$ cat src/rtl/rr_mux_pkg.sv
// ============================================================================
// Module      : rr_mux_pkg
// Description : Shared constants, types and helpers for the 4:1 round-robin
//               packet multiplexer (rr_mux_4to1) and its arbiter.
// Revision    : 1.0 - initial release
// ============================================================================
`default_nettype none

package rr_mux_pkg;

  // Number of input channels and width of a channel index.
  localparam int NUM_CH = 4;
  localparam int SEL_W  = 2;

  // Channel index type.
  typedef logic [SEL_W-1:0] sel_t;

  // One-hot decode of a channel index.
  function automatic logic [NUM_CH-1:0] onehot(input sel_t idx);
    logic [NUM_CH-1:0] v;
    v = '0;
    v[idx] = 1'b1;
    return v;
  endfunction

endpackage : rr_mux_pkg

`default_nettype wire

$ cat src/rtl/rr_arbiter_4.sv
// ============================================================================
// Module      : rr_arbiter_4
// Description : Four-way rotating-priority arbiter. Searches upward from the
//               round-robin pointer (mod 4) for the first requester and moves
//               the pointer just past the winner whenever a grant is issued.
// Revision    : 1.0 - initial release
// ============================================================================
`default_nettype none

module rr_arbiter_4
  import rr_mux_pkg::*;
(
  input  logic              clk,
  input  logic              rst_n,
  input  logic [NUM_CH-1:0] i_req,        // already masked requests
  input  logic              i_en,         // grant allowed this cycle
  output logic [NUM_CH-1:0] o_grant,      // one-hot or zero
  output sel_t              o_grant_idx,  // index of the granted channel
  output logic              o_grant_vld   // a grant is issued (beat accepted)
);

  sel_t r_rr_ptr;

  logic [NUM_CH-1:0] w_grant;
  sel_t              w_grant_idx;
  logic              w_grant_vld;

  // Priority search starting at the pointer; the first hit wins.
  always_comb begin
    sel_t w_cand;
    w_grant     = '0;
    w_grant_idx = '0;
    w_grant_vld = 1'b0;
    w_cand      = '0;
    for (int k = 0; k < NUM_CH; k++) begin
      w_cand = r_rr_ptr + sel_t'(k);
      if (i_en && !w_grant_vld && i_req[w_cand]) begin
        w_grant_vld = 1'b1;
        w_grant_idx = w_cand;
        w_grant     = onehot(w_cand);
      end
    end
  end

  // Pointer moves past the winner on every grant; holds when idle.
  always_ff @(posedge clk or negedge rst_n) begin
    if (!rst_n) begin
      r_rr_ptr <= '0;
    end else if (w_grant_vld) begin
      r_rr_ptr <= w_grant_idx + sel_t'(1);
    end
  end

  assign o_grant     = w_grant;
  assign o_grant_idx = w_grant_idx;
  assign o_grant_vld = w_grant_vld;

endmodule : rr_arbiter_4

`default_nettype wire

$ cat src/rtl/rr_mux_4to1.sv
// ============================================================================
// Module      : rr_mux_4to1
// Description : 4:1 round-robin beat multiplexer with a single output
//               register (latency 1, one beat per cycle). The output register
//               empties and reloads in the same cycle when out_ready is high.
//               Optional macro RR_MUX_PKT_LOCK_EN keeps the grant on a channel
//               from its first beat until its in_last beat, so packets are
//               never interleaved. Without it every beat re-arbitrates.
// Revision    : 1.0 - initial release
// ============================================================================
`default_nettype none

module rr_mux_4to1
  import rr_mux_pkg::*;
#(
  parameter int DATA_W = 8
) (
  input  logic                     clk,
  input  logic                     rst_n,
  input  logic [NUM_CH-1:0]        in_valid,
  input  logic [NUM_CH*DATA_W-1:0] in_data,
  input  logic [NUM_CH-1:0]        in_last,
  output logic [NUM_CH-1:0]        in_ready,
  output logic                     out_valid,
  output logic [DATA_W-1:0]        out_data,
  output logic [SEL_W-1:0]         out_sel,
  output logic                     out_last,
  input  logic                     out_ready
);

  logic              r_out_valid;
  logic [DATA_W-1:0] r_out_data;
  sel_t              r_out_sel;
  logic              r_out_last;

  logic              w_load_en;
  logic [NUM_CH-1:0] w_lock_mask;
  logic [NUM_CH-1:0] w_req;
  logic [NUM_CH-1:0] w_grant;
  sel_t              w_grant_idx;
  logic              w_grant_vld;
  logic [DATA_W-1:0] w_sel_data;
  logic              w_sel_last;

  // The register can take a new beat when empty or draining this cycle.
  assign w_load_en = !r_out_valid | out_ready;
  assign w_req     = in_valid & w_lock_mask;

  rr_arbiter_4 u_arb (
    .clk         (clk),
    .rst_n       (rst_n),
    .i_req       (w_req),
    .i_en        (w_load_en),
    .o_grant     (w_grant),
    .o_grant_idx (w_grant_idx),
    .o_grant_vld (w_grant_vld)
  );

  // No channel may see ready while the block is held in reset.
  assign in_ready = w_grant & {NUM_CH{rst_n}};

  // Select the granted channel's data and last flag.
  always_comb begin
    w_sel_data = '0;
    w_sel_last = 1'b0;
    for (int k = 0; k < NUM_CH; k++) begin
      if (w_grant_idx == sel_t'(k)) begin
        w_sel_data = in_data[k*DATA_W +: DATA_W];
        w_sel_last = in_last[k];
      end
    end
  end

`ifdef RR_MUX_PKT_LOCK_EN
  logic r_lock;
  sel_t r_lock_ch;

  // Open a lock on a non-last beat, release it on the last beat.
  always_ff @(posedge clk or negedge rst_n) begin
    if (!rst_n) begin
      r_lock    <= 1'b0;
      r_lock_ch <= '0;
    end else if (w_grant_vld) begin
      r_lock    <= !w_sel_last;
      r_lock_ch <= w_grant_idx;
    end
  end

  // While locked only the owning channel may request, even if it is idle.
  always_comb begin
    w_lock_mask = '1;
    if (r_lock) begin
      w_lock_mask = onehot(r_lock_ch);
    end
  end
`else
  assign w_lock_mask = '1;
`endif

  // Output register: load on grant, clear when drained with nothing granted.
  always_ff @(posedge clk or negedge rst_n) begin
    if (!rst_n) begin
      r_out_valid <= 1'b0;
      r_out_data  <= '0;
      r_out_sel   <= '0;
      r_out_last  <= 1'b0;
    end else if (w_load_en) begin
      r_out_valid <= w_grant_vld;
      if (w_grant_vld) begin
        r_out_data <= w_sel_data;
        r_out_sel  <= w_grant_idx;
        r_out_last <= w_sel_last;
      end
    end
  end

  assign out_valid = r_out_valid;
  assign out_data  = r_out_data;
  assign out_sel   = r_out_sel;
  assign out_last  = r_out_last;

endmodule : rr_mux_4to1

`default_nettype wire

$ cat config.mk
export PLATFORM = sky130hd
export DESIGN_NAME = rr_mux_4to1
export DESIGN_NICKNAME = d
export VERILOG_FILES = /design/src/rtl/rr_mux_pkg.sv /design/src/rtl/rr_arbiter_4.sv /design/src/rtl/rr_mux_4to1.sv
export SDC_FILE = /design/constraint.sdc
export NUM_CORES = 1
export LEC_CHECK = 0
export ABC_AREA = 1
export CORE_UTILIZATION = 35
export DETAILED_ROUTE_END_ITERATION = 10
export GPL_TIMING_DRIVEN = 0
export PLACE_DENSITY = 0.69
export SLEW_MARGIN = 20
export SYNTH_ARGS = -nofsm -noshare
export SYNTH_HDL_FRONTEND = slang
export SYNTH_HIERARCHICAL = 1
export SYNTH_SLANG_ARGS = --single-unit
$ cat constraint.sdc
create_clock -name clk -period 4.11 [get_ports clk]
set_input_delay 0.6165 -clock clk [delete_from_list [all_inputs] [get_ports clk]]
set_output_delay 0.6165 -clock clk [all_outputs]
set_load 0.02 [all_outputs]
==> run_results.csv <==
group,metric,value,unit
drt,post-route-drc-count,1,
clock_network,cts_tree,"done",
yosys,yosysSeqAreaShare,0.264,
yosys,synth_compound_area_frac,0.0942,
critical_path,crit_path_start_kind,"flop",
pwr,leakage,0.977,nW
critical_path,crit_buf_inv,5,
clock_network,cts_setup_buffers,0,
yosys,yosys.area.top_type,"dfrtp_1",
cells_and_area,drive_gt1_frac,0.126,
global_route,grt_max_degree,19,
pwr,p_switching,1.06,mW
floorplan,die_area,4050,sq um
placed_design,dp_hpwl,2730,um
global_route,grt_usage,0.171,
yosys,synth_simple_gate_area_frac,0.505,
pwr,ir_drop,0.447,mV
yosys,synth_top_family_by_area,"simple AND/OR/NAND/NOR gates",
drt,wirelength,3390,um
timing,period_minus_slack,3590,ps
clock_network,numClockSinks,14,
global_route,grt_pass1_vias,1264,
timing,worstMarginPinSlew,724,ps
global_route,grt_pass1_wl,5630,um
yosys,synthAdderAreaFrac,0.0377,
floorplan,io_pins,59,
global_route,antenna_found_initial,0,
critical_path,cpPeakStageDelay,590,ps
placed_design,place_congestion,0.812,
timing,fin_crit_sh,0.873,
critical_path,required,3490,ps
min_path,hold_path.class,"reg -> reg",
cells_and_area,n_antenna_cell,0,
yosys,yosys_most_used_dff,"dfrtp_1",
timing,tns,0,ps
yosys,ys_warn_count,6,
clock_network,cts_buffers,3,
pwr,pwr-share-comb,0.794,
floorplan,start_util,0.363,
yosys,syn_inst,207,
floorplan,rows,22,
critical_path,path_max_fanout,8,
yosys,synth_xor_xnor_area_share,0,
timing,max_freq,279,MHz
pwr,intPower,899,uW
pwr,power.density,968,nW/um^2
timing,finalMaxSlewViolations,0,
clock_network,root_buffer,"clkbuf_8",
yosys,synth_enable_flop_cells,0,
pwr,p_clk_frac,0.068,
yosys,synth.mux.area_fraction,0,
yosys,synth_cell_types,21,
drt,routed-via-count,1472,
drt,drt-pass1-iter-count,7,
yosys,syn_nets,254,
run_status,run_status,"complete, but fails checks",
clock_network,ctsHoldBuffers,0,
clock_network,cts_buffer_depth,2,
timing,fin_ws,522,ps
timing,slew_headroom,0.516,
yosys,yosysMostFrequentCell,"nand2_1",
timing,rsz0062_at_grt,"no",
critical_path,crit_path_cell_trace,"inv_1, ha_1, inv_1, nand3_2, nand2_2, nand4_4, nor2_4, inv_1, o21ai_1, nand2_1, inv_1, clkdlybuf4s50_1",
pwr,sw_frac_of_total,0.542,
critical_path,arrival,2970,ps
drt,via_per_inst,4.64,
cells_and_area,areaGrowthSynthToFinish,52.4,%
cells_and_area,nFillCells,394,
floorplan,core-area,3660,sq um
timing,finalHoldViolCount,0,
floorplan,die_x,63.6,um
critical_path,worstSetupEndpointType,"output pin",
drt,wl_per_cell,10.7,um
drt,drtIter0Drc,78,
timing,whs,477,ps
yosys,syn_avg_cell_area,6.42,sq um
timing,setup_viol_count_final,0,
critical_path,cp_common_cell,"inv_1",
critical_path,critPathSlowestCell,"clkdlybuf4s50_1",
yosys,ys_seq_elements,14,
critical_path,critPathTopFamily,"buffers and inverters",
clock_network,path_clk_slew,60,ps
clock_network,post_cts_resize_count,0,
yosys,netlist_area,1330,sq um
clock_network,clk_latency,240,ps
yosys,synth_common_cells,"nand2_1, nand3_1, inv_1, nor2_1, dfrtp_1",
yosys,synth-async-reset-ratio,1.00,
run_status,violations,"design-rule violations",
pwr,total_power,1.96,mW
critical_path,path_class,"reg -> out",
yosys,yosysTopAreaCellShare,0.264,
global_route,grt.overflow.total,0,
clock_network,htreeDepth,1,
flow_run,cap_violations,0,
yosys,ys_top_cells_by_area,"dfrtp_1, nand2_1, nand3_1",
cells_and_area,final_nets,317,
floorplan,die_y,63.6,um
placed_design,post-place-ws,687,ps
drt,detail-route-antenna-nets,0,
pwr,p_seq_frac,0.139,
placed_design,numPortBuffers,58,
timing,finClkSkew,2.33,ps
==> worst min-delay path, stage by stage, from the launching register on <==
cell,delay (ps)
dfrtp_1,340
nand2_1,50
nand2_1,50
==> flip-flops by register name (all words and copies together), names as in the netlist, named ones only <==
signal	count
out_last	1
out_data	8
u_arb/r_rr_ptr	1
out_sel	2
out_valid	1
==> through the flow <==
stage / instance area (sq um) / cells / util
2_1_floorplan: 1330 / 207 / -
4_1_cts: 2020 / 317 / 0.553
6_report: 2020 / 317 / 0.553
3_3_place_gp: 1970 / 313 / 0.538
3_5_place_dp: 1970 / 313 / 0.538
5_1_grt: 2020 / 317 / 0.553
==> layout by cell type, fill, tap and decap left out, types with 3 or more instances in the layout <==
cell type / count
nand3_2: 8
buf_6: 3
o21ai_1: 5
inv_1: 20
nand2_1: 67
dfrtp_1: 14
inv_2: 3
nor2_4: 3
clkdlybuf4s50_1: 58
o21ai_0: 11
clkbuf_8: 4
o22ai_1: 4
ha_1: 4
nand3_1: 26
nand2_2: 9
a21oi_1: 4
nor2_1: 20
==> cells by family after synthesis <==
family	Yosys count
simple gates	137
buf+inv	28
compound gates	24
flops	14
fa+ha+maj	4
==> routing by layer <==
layer / track usage / part of all wire
met1: 0.254 / 0.51
met2: 0.266 / 0.44
met3: 0.0127 / 0.044
met4: 0.0369 / 0.0056
met5: 0 / 0
==> power groups by stage <==
stage | registers (mW) | logic [mW] | clock network, mW
final | 0.272 | 1.56 | 0.132
after global routing | 0.282 | 1.74 | 0.144
after CTS | 0.272 | 1.57 | 0.137
after detailed placement | 0.274 | 1.56 | 0
after global placement | 0.271 | 1.54 | 0
after floorplan | 0.334 | 1.07 | 0
==> cell type report <==
| type | count | area, sq um | share of cell area |
|---|---|---|---|
| Multi-Input combinational cell | 165 | 846 | 0.418 |
| Timing Repair Buffer | 58 | 581 | 0.287 |
| Inverter | 23 | 86.3 | 0.0426 |
| Buffer | 5 | 46.3 | 0.0229 |
| Sequential cell | 14 | 350 | 0.173 |
| Tap cell | 48 | 60.1 | 0.0297 |
| Clock buffer | 4 | 55.1 | 0.0272 |
==> path summary, 6_finish.rpt <==
| path | end | from | slack (ps) | cells past startpoint |
|---|---|---|---|---|
| min in group asynchronous | out_data[3] | rst_n | 810 | 1 |
| worst max register to register | out_data[1] | u_arb/r_rr_ptr[1] | 1400 | 16 |
| worst min-delay path | out_data[5] | out_data[5] | 480 | 2 |
| worst min register to register | out_data[5] | out_data[5] | 480 | 2 |
| max in group asynchronous | out_sel[0] | rst_n | 2850 | 1 |
| worst max-delay path | in_ready[1] | u_arb/r_rr_ptr[1] | 520 | 12 |
No activity file was read; power rests on OpenSTA's default activity.
